<file path="config.mk">
export PLATFORM = sky130hd
export DESIGN_NAME = multi_tone_pwm_flat
export DESIGN_NICKNAME = d
export VERILOG_FILES = /design/src/rtl/multi_tone_pwm_if.sv /design/src/rtl/multi_tone_pwm.sv /design/src/flat_wrapper.sv
export SDC_FILE = /design/constraint.sdc
export NUM_CORES = 1
export LEC_CHECK = 0
export CAP_MARGIN = 15
export CORE_ASPECT_RATIO = 0.7
export CORE_MARGIN = 2
export CORE_UTILIZATION = 66
export CTS_BUF_LIST = sky130_fd_sc_hd__clkbuf_4
export DETAILED_ROUTE_END_ITERATION = 7
export GPL_TIMING_DRIVEN = 0
export PLACE_DENSITY = 0.94
export SETUP_SLACK_MARGIN = 0.3
export SLEW_MARGIN = 20
export SYNTH_ARGS = -nofsm -noshare
export SYNTH_HDL_FRONTEND = slang
export SYNTH_SLANG_ARGS = --single-unit
</file>
<file path="constraint.sdc">
create_clock -name i_clk -period 15.8 [get_ports i_clk]
set_clock_uncertainty 0.2 [all_clocks]
set_input_delay 2.37 -clock i_clk [delete_from_list [all_inputs] [get_ports i_clk]]
set_output_delay 2.37 -clock i_clk [all_outputs]
set_load 0.005 [all_outputs]
</file>
<file path="src/rtl/multi_tone_pwm_if.sv">
// Control/output bundle for multi_tone_pwm: shadow-register write port in, PWM lines,
// period ticks and mix count out.
interface multi_tone_pwm_if #(
  parameter int CHANNELS = 4,
  parameter int FREQ_W   = 12,
  parameter int DUTY_W   = 8
);
  localparam int LCH_W = (CHANNELS > 1) ? $clog2(CHANNELS) : 1;
  localparam int MIX_W = $clog2(CHANNELS + 1);

  logic                load;
  logic [LCH_W-1:0]    load_ch;
  logic [FREQ_W-1:0]   load_freq;
  logic [DUTY_W-1:0]   load_duty;
  logic [CHANNELS-1:0] pwm;
  logic [CHANNELS-1:0] period_tick;
  logic [MIX_W-1:0]    mix;

  modport master (output load, load_ch, load_freq, load_duty,
                  input  pwm, period_tick, mix);
  modport slave  (input  load, load_ch, load_freq, load_duty,
                  output pwm, period_tick, mix);
endinterface

</file>
<file path="src/rtl/multi_tone_pwm.sv">
// Multi-channel tone generator: per-channel remainder-preserving phase accumulator with
// double-buffered freq/duty committed only at a period wrap, plus a registered pwm popcount.
module mtp_chan #(
  parameter int FREQ_W = 12,
  parameter int DUTY_W = 8,
  parameter int ACC_W  = 25,
  parameter int CLK_HZ = 25000000
) (
  input  logic              i_clk,
  input  logic              i_rst_n,
  input  logic              i_load,
  input  logic [FREQ_W-1:0] i_freq,
  input  logic [DUTY_W-1:0] i_duty,
  output logic              o_pwm_nxt,
  output logic              o_pwm,
  output logic              o_tick
);
  localparam int             PROD_W  = ACC_W + DUTY_W;
  localparam logic [ACC_W:0] FULL    = (ACC_W+1)'(CLK_HZ);
  localparam logic [ACC_W-1:0] THR_RST = ACC_W'(CLK_HZ / 2);

  logic [ACC_W-1:0]  r_phase, r_thr;
  logic [FREQ_W-1:0] r_freq, r_sh_freq;
  logic [DUTY_W-1:0] r_sh_duty;
  logic              r_pend;

  logic              w_idle, w_wrap, w_commit, w_mute;
  logic [ACC_W:0]    w_sum;
  logic [FREQ_W-1:0] w_c_freq;
  logic [DUTY_W-1:0] w_c_duty;
  logic [PROD_W-1:0] w_prod;
  logic [ACC_W-1:0]  w_c_thr, w_phase_nxt, w_thr_eff;

  always_comb begin
    w_idle   = (r_freq == '0);
    w_sum    = {1'b0, r_phase} + (ACC_W+1)'(r_freq);
    w_wrap   = !w_idle && (w_sum >= FULL);
    // A load on the wrap cycle bypasses the shadow and commits directly
    w_c_freq = i_load ? i_freq : r_sh_freq;
    w_c_duty = i_load ? i_duty : r_sh_duty;
    w_prod   = PROD_W'(w_c_duty) * PROD_W'(CLK_HZ);
    w_c_thr  = ACC_W'(w_prod >> DUTY_W);
    w_commit = w_idle ? i_load : (w_wrap && (r_pend || i_load));
    w_mute   = w_commit && (w_c_freq == '0);
    if (w_idle || w_mute) w_phase_nxt = '0;
    else if (w_wrap)      w_phase_nxt = ACC_W'(w_sum - FULL);
    else                  w_phase_nxt = ACC_W'(w_sum);
    // The post-wrap phase belongs to the new period, so it uses the committed threshold
    w_thr_eff = (w_commit && !w_idle) ? w_c_thr : r_thr;
    o_pwm_nxt = !w_idle && !w_mute && (w_phase_nxt < w_thr_eff);
  end

  always_ff @(posedge i_clk or negedge i_rst_n) begin
    if (!i_rst_n) begin
      r_phase   <= '0;
      r_freq    <= '0;
      r_sh_freq <= '0;
      r_sh_duty <= DUTY_W'(1 << (DUTY_W - 1));
      r_thr     <= THR_RST;
      r_pend    <= 1'b0;
      o_pwm     <= 1'b0;
      o_tick    <= 1'b0;
    end else begin
      r_phase <= w_phase_nxt;
      o_pwm   <= o_pwm_nxt;
      o_tick  <= w_wrap;
      if (i_load) begin
        r_sh_freq <= i_freq;
        r_sh_duty <= i_duty;
      end
      if (w_commit) begin
        r_freq <= w_c_freq;
        r_thr  <= w_c_thr;
        r_pend <= 1'b0;
      end else if (i_load) begin
        r_pend <= 1'b1;
      end
    end
  end
endmodule

module multi_tone_pwm #(
  parameter int CHANNELS = 4,
  parameter int FREQ_W   = 12,
  parameter int DUTY_W   = 8,
  parameter int ACC_W    = 25,
  parameter int CLK_HZ   = 25000000
) (
  input logic              i_clk,
  input logic              i_rst_n,
  multi_tone_pwm_if.slave  bus
);
  localparam int LCH_W = (CHANNELS > 1) ? $clog2(CHANNELS) : 1;
  localparam int MIX_W = $clog2(CHANNELS + 1);

  logic [CHANNELS-1:0] w_pwm_nxt, w_pwm, w_tick;
  logic [MIX_W-1:0]    w_pop, r_mix;

  for (genvar g = 0; g < CHANNELS; g++) begin : g_ch
    mtp_chan #(
      .FREQ_W(FREQ_W), .DUTY_W(DUTY_W), .ACC_W(ACC_W), .CLK_HZ(CLK_HZ)
    ) u_ch (
      .i_clk     (i_clk),
      .i_rst_n   (i_rst_n),
      .i_load    (bus.load && (bus.load_ch == LCH_W'(g))),
      .i_freq    (bus.load_freq),
      .i_duty    (bus.load_duty),
      .o_pwm_nxt (w_pwm_nxt[g]),
      .o_pwm     (w_pwm[g]),
      .o_tick    (w_tick[g])
    );
  end

  always_comb begin
    w_pop = '0;
    for (int k = 0; k < CHANNELS; k++) w_pop = w_pop + MIX_W'(w_pwm_nxt[k]);
  end

  always_ff @(posedge i_clk or negedge i_rst_n) begin
    if (!i_rst_n) r_mix <= '0;
    else          r_mix <= w_pop;
  end

  assign bus.pwm         = w_pwm;
  assign bus.period_tick = w_tick;
  assign bus.mix         = r_mix;
endmodule

</file>
<file path="src/flat_wrapper.sv">
// flat-port wrapper written by rule: the top's interface ports become plain ports
module multi_tone_pwm_flat 
#(
  parameter int CHANNELS = 4,
  parameter int FREQ_W   = 12,
  parameter int DUTY_W   = 8,
  parameter int ACC_W    = 25,
  parameter int CLK_HZ   = 25000000
)
  (i_clk, i_rst_n, bus_load, bus_load_ch, bus_load_freq, bus_load_duty, bus_pwm, bus_period_tick, bus_mix);
  multi_tone_pwm_if #(.CHANNELS(CHANNELS), .FREQ_W(FREQ_W), .DUTY_W(DUTY_W)) bus_i ();
  input logic i_clk;
  input logic i_rst_n;
  input wire logic [$bits(bus_i.load)-1:0] bus_load;
  input wire logic [$bits(bus_i.load_ch)-1:0] bus_load_ch;
  input wire logic [$bits(bus_i.load_freq)-1:0] bus_load_freq;
  input wire logic [$bits(bus_i.load_duty)-1:0] bus_load_duty;
  output wire logic [$bits(bus_i.pwm)-1:0] bus_pwm;
  output wire logic [$bits(bus_i.period_tick)-1:0] bus_period_tick;
  output wire logic [$bits(bus_i.mix)-1:0] bus_mix;
  assign bus_i.load = bus_load;
  assign bus_i.load_ch = bus_load_ch;
  assign bus_i.load_freq = bus_load_freq;
  assign bus_i.load_duty = bus_load_duty;
  assign bus_pwm = bus_i.pwm;
  assign bus_period_tick = bus_i.period_tick;
  assign bus_mix = bus_i.mix;
  multi_tone_pwm #(.CHANNELS(CHANNELS), .FREQ_W(FREQ_W), .DUTY_W(DUTY_W), .ACC_W(ACC_W), .CLK_HZ(CLK_HZ)) u_core (.i_clk(i_clk), .i_rst_n(i_rst_n), .bus(bus_i));
endmodule
</file>
==> results of run 1 <==
[logic make-up (layout without fill, tap and decap cells)]
logic type | after synthesis | in the layout | share of synthesized area [%]
AO/OA/AOI/OAI | 496 | 496 | 10.62
XOR/XNOR | 198 | 198 | 5.696
adder cells (fa/ha/maj) | 520 | 520 | 25.51
buffers and inverters | 428 | 627 | 5.655
flip-flops | 343 | 343 | 28.40
multiplexers | 295 | 295 | 10.38
other | 0 | 5 | 0
AND/OR/NAND/NOR | 831 | 831 | 13.73
[critical path, delay by kind of cell]
kind | cells | cell delay (ps)
AO/OA/AOI/OAI | 10 | 2260
XOR/XNOR | 1 | 210
adder cells (fa/ha/maj) | 9 | 3820
buffers and inverters | 8 | 2160
multiplexers | 2 | 590
AND/OR/NAND/NOR | 5 | 1950
[state kept, by name, indices dropped and copies added (netlist names)]
register and flops:
u_core.g_ch.u_ch.r_pend 4, u_core.g_ch.u_ch.r_sh_duty 32, u_core.g_ch.u_ch.o_tick 4, u_core.g_ch.u_ch.r_phase 100, u_core.g_ch.u_ch.r_freq 48, u_core.g_ch.u_ch.o_pwm 4, u_core.g_ch.u_ch.r_sh_freq 48, u_core.g_ch.u_ch.r_thr 100
u_core.bus.mix 3
[per-layer routing]
metal / wire (µm) / global-route usage (%)
met1: 33320 / 47.11
met3: 9342 / 9.912
met2: 37840 / 54.91
met4: 4257 / 16.59
met5: 0 / 0
[cells in the mapped netlist, types with 8 or more instances]
cell type / instances / share of area (%)
a211oi_1: 14 / 0.35
fa_1: 168 / 11
a31oi_1: 10 / 0.21
o21a_1: 22 / 0.54
xnor2_1: 132 / 3.8
buf_4: 19 / 0.47
clkbuf_1: 25 / 0.31
a21o_1: 51 / 1.3
mux2i_1: 128 / 4.2
nor4_1: 39 / 0.80
or2_2: 10 / 0.21
and3_1: 33 / 0.68
nor3b_1: 11 / 0.27
nand2b_1: 36 / 0.74
mux2_1: 26 / 0.96
o31ai_1: 10 / 0.25
nand3_1: 58 / 0.95
inv_1: 352 / 4.3
dfstp_2: 52 / 4.5
nor2b_1: 45 / 0.92
a21oi_1: 161 / 2.6
nand3b_1: 8 / 0.20
ha_1: 352 / 14
or3_1: 20 / 0.41
xor2_1: 66 / 1.9
o211a_1: 8 / 0.26
and2_1: 17 / 0.35
o21ai_0: 100 / 1.6
nand2_1: 172 / 2.1
mux2_2: 141 / 5.2
a21boi_0: 14 / 0.35
o21bai_1: 14 / 0.35
o211ai_1: 11 / 0.27
nor3_1: 76 / 1.2
nand4_1: 44 / 0.90
nor4b_1: 8 / 0.23
dfrtp_1: 291 / 24
nor2_1: 224 / 2.8
buf_2: 23 / 0.38
[cell type report]
cell class,instances,share of cell area (%)
diodes,5,0.03801
clock inverters,24,0.6576
clock buffers,136,3.102
repair buffers,39,1.414
multi-input cells,2340,60.99
flip-flops and latches,343,26.27
well taps,603,2.292
inverters,352,4.014
plain buffers,76,1.216
[how the worst max path moves through the flow]
stage / to / slack, ps
after floorplan: u_core.bus.mix[1]$_DFF_PN0_ / 5270
after global routing: u_core.bus.mix[1]$_DFF_PN0_ / 2520
after global placement: u_core.g_ch[0].u_ch.r_thr[22]$_DFFE_PN0P_ / -2550
final: u_core.bus.mix[1]$_DFF_PN0_ / 2940
after CTS: u_core.bus.mix[1]$_DFF_PN0_ / 3160
after detailed placement: u_core.bus.mix[1]$_DFF_PN0_ / 2610
[per-stage QoR]
step                      worst slack, ps  hold WS [ps]  cells  instance area (µm²)
final                                2937         301.6   3918                32920
after CTS                            3163         299.8   3913                32900
after global routing                 2524         319.4   3916                32910
after detailed placement             2610         281.8   3753                31670
after global placement              -2553         268.8   3749                31550
after floorplan                      5266         250.2   3111                30450
==> results.cfg, run 1 <==
[status]
status = finished, final reports clean

[worst_setup_path]
rr_worst_depth = 30
r2r-start = u_core.g_ch[3].u_ch.r_sh_duty[6]$_DFF_PN0_
path_class = in -> reg
critPathMaxFanout = 10
cpMaxStageDelayCell = nor3b_1
crit_start = bus_load
r2r-end = u_core.bus.mix[1]$_DFF_PN0_
required_ps = 16320
startpoint_type = primary input
cp.arrival_ps = 13390
endpoint_kind = flip-flop
slowest_delay_ps = 780
r2r_slack_ps = 6410

[floorplan]
die_area_um2 = 47890
die_w_um = 260.7
start_util_pct = 67.21
placementRows = 65
die_h_um = 183.7
io_pins = 36
coreArea_um2 = 45300

[job]
drv_cap = 0

[finish]
seq_area_um2 = 8648
nFillCells = 2817
layout_common_cells = inv_1, ha_1, dfrtp_1
postLayoutCoreUtil_pct = 72.66
drive_gt1_share_pct = 12.87
finalNetCount = 3783
area_growth_pct = 8.112
multiInputGateArea_um2 = 20080

[global_route]
grt_max_degree = 94
grt_antenna_before_repair = 3
first_global_vias = 26070
grt_overflow = 0
grt_usage_pct = 35.73
grt_first_pass_wirelength_mm = 135.8

[cts]
cts_tree = done
htreeDepth = 3
post_cts_buffers = 0
clock_path_buffers = 3
cts.clk_slew.worst_paths_ps = 70
cts_hold_buf = 0
clock_sinks = 343
cts-root-buf = clkbuf_4
insertion_delay_ps = 870
ctsResizeCount = 0
cts_buffers = 86

[placement]
port_buffers = 35
gp_congestion = 0.9682
hpwl_mm = 61.62

[sta]
slew_viol_final = 0
slew_headroom_pct = 33.50
tns_ps = 0
fin_crit_ps = 12860
rsz0062_at_grt = no
max_freq_mhz = 77.74
post-route-period-util_pct = 81.41
tightest_slew_ps = 987.1
finalSetupViolations = 0
hold_viol_final = 0

[synth]
mappedNetlistNets = 3656
synth_edf_count = 0
ys_seq_area_share_pct = 28.40
synthDistinctLibCells = 90
yosys_warnings = 0
synthCells = 3111
ys_seq_elements = 343
syn_area_per_cell_um2 = 9.787
syn_area_um2 = 30450
async_flop_share_pct = 100.0
yosys_most_used_dff = dfrtp_1

[hold_path]
hp-class = reg -> reg
min_path_cells = 1
hp-start = u_core.g_ch[3].u_ch.r_thr[14]$_DFFE_PN0P_
hold_end = u_core.g_ch[3].u_ch.r_thr[14]$_DFFE_PN0P_

[detailed_routing]
viasPerCell = 6.554
postRouteAntennaNets = 0
wirelength_mm = 84.76
drtIter0Drc = 2872
wl_per_cell_um = 21.63
drc = 0
drtPass1Iterations = 6
vias = 25680
Power of run 1 is left out: the tool's default activity adds up to more than one toggle a clock period on the data nets, which glitch-free logic cannot reach.
==> run 2: changes to the inputs <==
==> constraint.sdc (replaced) <==
create_clock -name i_clk -period 11.9 [get_ports i_clk]
set_clock_uncertainty 0.2 [all_clocks]
set_input_delay 1.785 -clock i_clk [delete_from_list [all_inputs] [get_ports i_clk]]
set_output_delay 1.785 -clock i_clk [all_outputs]
set_load 0.005 [all_outputs]
==> results.cfg, run 2 (same netlist as run 1, synthesis figures left out) <==
[status]
status = finished, violations left
violations = design-rule violations

[finish]
area_growth_pct = 8.215
nFillCells = 2808
drive_gt1_share_pct = 13.11
reg.largest.list = u_core.g_ch.u_ch.r_phase x100, u_core.g_ch.u_ch.r_thr x100
layout_common_cells = inv_1, ha_1, dfrtp_1
finalNetCount = 3783
postLayoutCoreUtil_pct = 72.73

[floorplan]
die_h_um = 183.7
die_area_um2 = 47890
placementRows = 65
start_util_pct = 67.21
coreArea_um2 = 45300
io_pins = 36
die_w_um = 260.7

[global_route]
grt_first_pass_wirelength_mm = 135.8
first_global_vias = 26070
grt_overflow = 0
grt_max_degree = 94
grt_usage_pct = 35.73
grt_antenna_before_repair = 3

[cts]
cts_tree = done
cts_buffers = 86
clock_sinks = 343
htreeDepth = 3
cts.clk_slew.worst_paths_ps = 70
insertion_delay_ps = 860
cts_hold_buf = 0
clock_path_buffers = 3
cts-root-buf = clkbuf_4
post_cts_buffers = 0

[sta]
slew_viol_final = 0
layout_setup_ws_ps = 611.3
rsz0062_at_grt = no
hold_slack_ps = 303.6
finalSetupViolations = 0
fin_crit_ps = 11290
slew_headroom_pct = 35.01
post-route-period-util_pct = 94.86
tns_ps = 0
tightest_slew_ps = 964.7
hold_viol_final = 0
max_freq_mhz = 88.58

[detailed_routing]
viasPerCell = 6.574
vias = 25750
drc = 3
drtPass1Iterations = 8
postRouteAntennaNets = 0
wl_per_cell_um = 21.80
wirelength_mm = 85.40
drtIter0Drc = 3178

[job]
drv_cap = 0

[worst_setup_path]
crit_start = bus_load_ch[1]
slowest_delay_ps = 690
r2r-start = u_core.g_ch[3].u_ch.r_sh_duty[6]$_DFF_PN0_
cp.arrival_ps = 11810
r2r-end = u_core.bus.mix[1]$_DFF_PN0_
cpMaxStageDelayCell = fa_1
rr_worst_depth = 30
endpoint_kind = flip-flop
cp-endpoint = u_core.bus.mix[1]$_DFF_PN0_
path_class = in -> reg
r2r_slack_ps = 2490
critPathMaxFanout = 10
crit_top_cell = fa_1
required_ps = 12430
startpoint_type = primary input

[placement]
port_buffers = 35
place_ws_ps = -705.4
gp_congestion = 0.9682
hpwl_mm = 61.62

[hold_path]
hp-class = reg -> reg
run 2: how the worst min path moves through the flow:
stage          slack (ps)                                        end                                      start  cells after the start
2_1_floorplan         250   u_core.g_ch[3].u_ch.r_thr[6]$_DFFE_PN0P_   u_core.g_ch[3].u_ch.r_thr[6]$_DFFE_PN0P_                      2
3_3_place_gp          270   u_core.g_ch[3].u_ch.r_thr[6]$_DFFE_PN0P_   u_core.g_ch[3].u_ch.r_thr[6]$_DFFE_PN0P_                      2
5_1_grt               320   u_core.g_ch[3].u_ch.r_thr[7]$_DFFE_PN0P_   u_core.g_ch[3].u_ch.r_thr[7]$_DFFE_PN0P_                      1
6_report              300  u_core.g_ch[3].u_ch.r_thr[14]$_DFFE_PN0P_  u_core.g_ch[3].u_ch.r_thr[14]$_DFFE_PN0P_                      1
4_1_cts               300  u_core.g_ch[3].u_ch.r_thr[14]$_DFFE_PN0P_  u_core.g_ch[3].u_ch.r_thr[14]$_DFFE_PN0P_                      1
3_5_place_dp          280  u_core.g_ch[3].u_ch.r_thr[24]$_DFFE_PN0P_  u_core.g_ch[3].u_ch.r_thr[24]$_DFFE_PN0P_                      1
run 2: cell type report:
type,count,area [µm²],area share [%]
inverters,352,1321,4.010
plain buffers,76,405.4,1.230
clock buffers,136,1021,3.099
repair buffers,39,465.4,1.413
flip-flops and latches,343,8648,26.25
well taps,603,754.5,2.290
diodes,4,10.01,0.03038
clock inverters,24,216.5,0.6570
multi-input cells,2340,20110,61.02
run 2: metal layers:
layer | vias to the layer above | track usage [%] | wire length [µm]
li1 | 11140 | - | -
met1 | 12550 | 47.11 | 33480
met2 | 1678 | 54.91 | 38350
met3 | 390 | 9.912 | 9376
met4 | 0 | 16.59 | 4195
met5 | - | 0 | 0
run 2: what timing repair did:
item	CTS	global route
gates cloned	0	0
gates resized for setup	2	8
endpoints found under the setup margin	3	3
run 2: metrics by stage:
stage                     std cells  cell area, µm²
after floorplan                3111           30450
after global placement         3749           31550
after detailed placement       3753           31670
after CTS                      3913           32910
after global routing           3916           32950
final                          3917           32950
run 2: critical path: cells and delay by family:
| kind | cells | cell delay, ps |
|---|---|---|
| buf+inv | 5 | 1130 |
| fa+ha+maj | 8 | 3500 |
| simple gates | 8 | 1730 |
| mux | 2 | 560 |
| compound gates | 9 | 2870 |
| xor+xnor | 1 | 210 |
Power of run 2 is left out for the same reason.
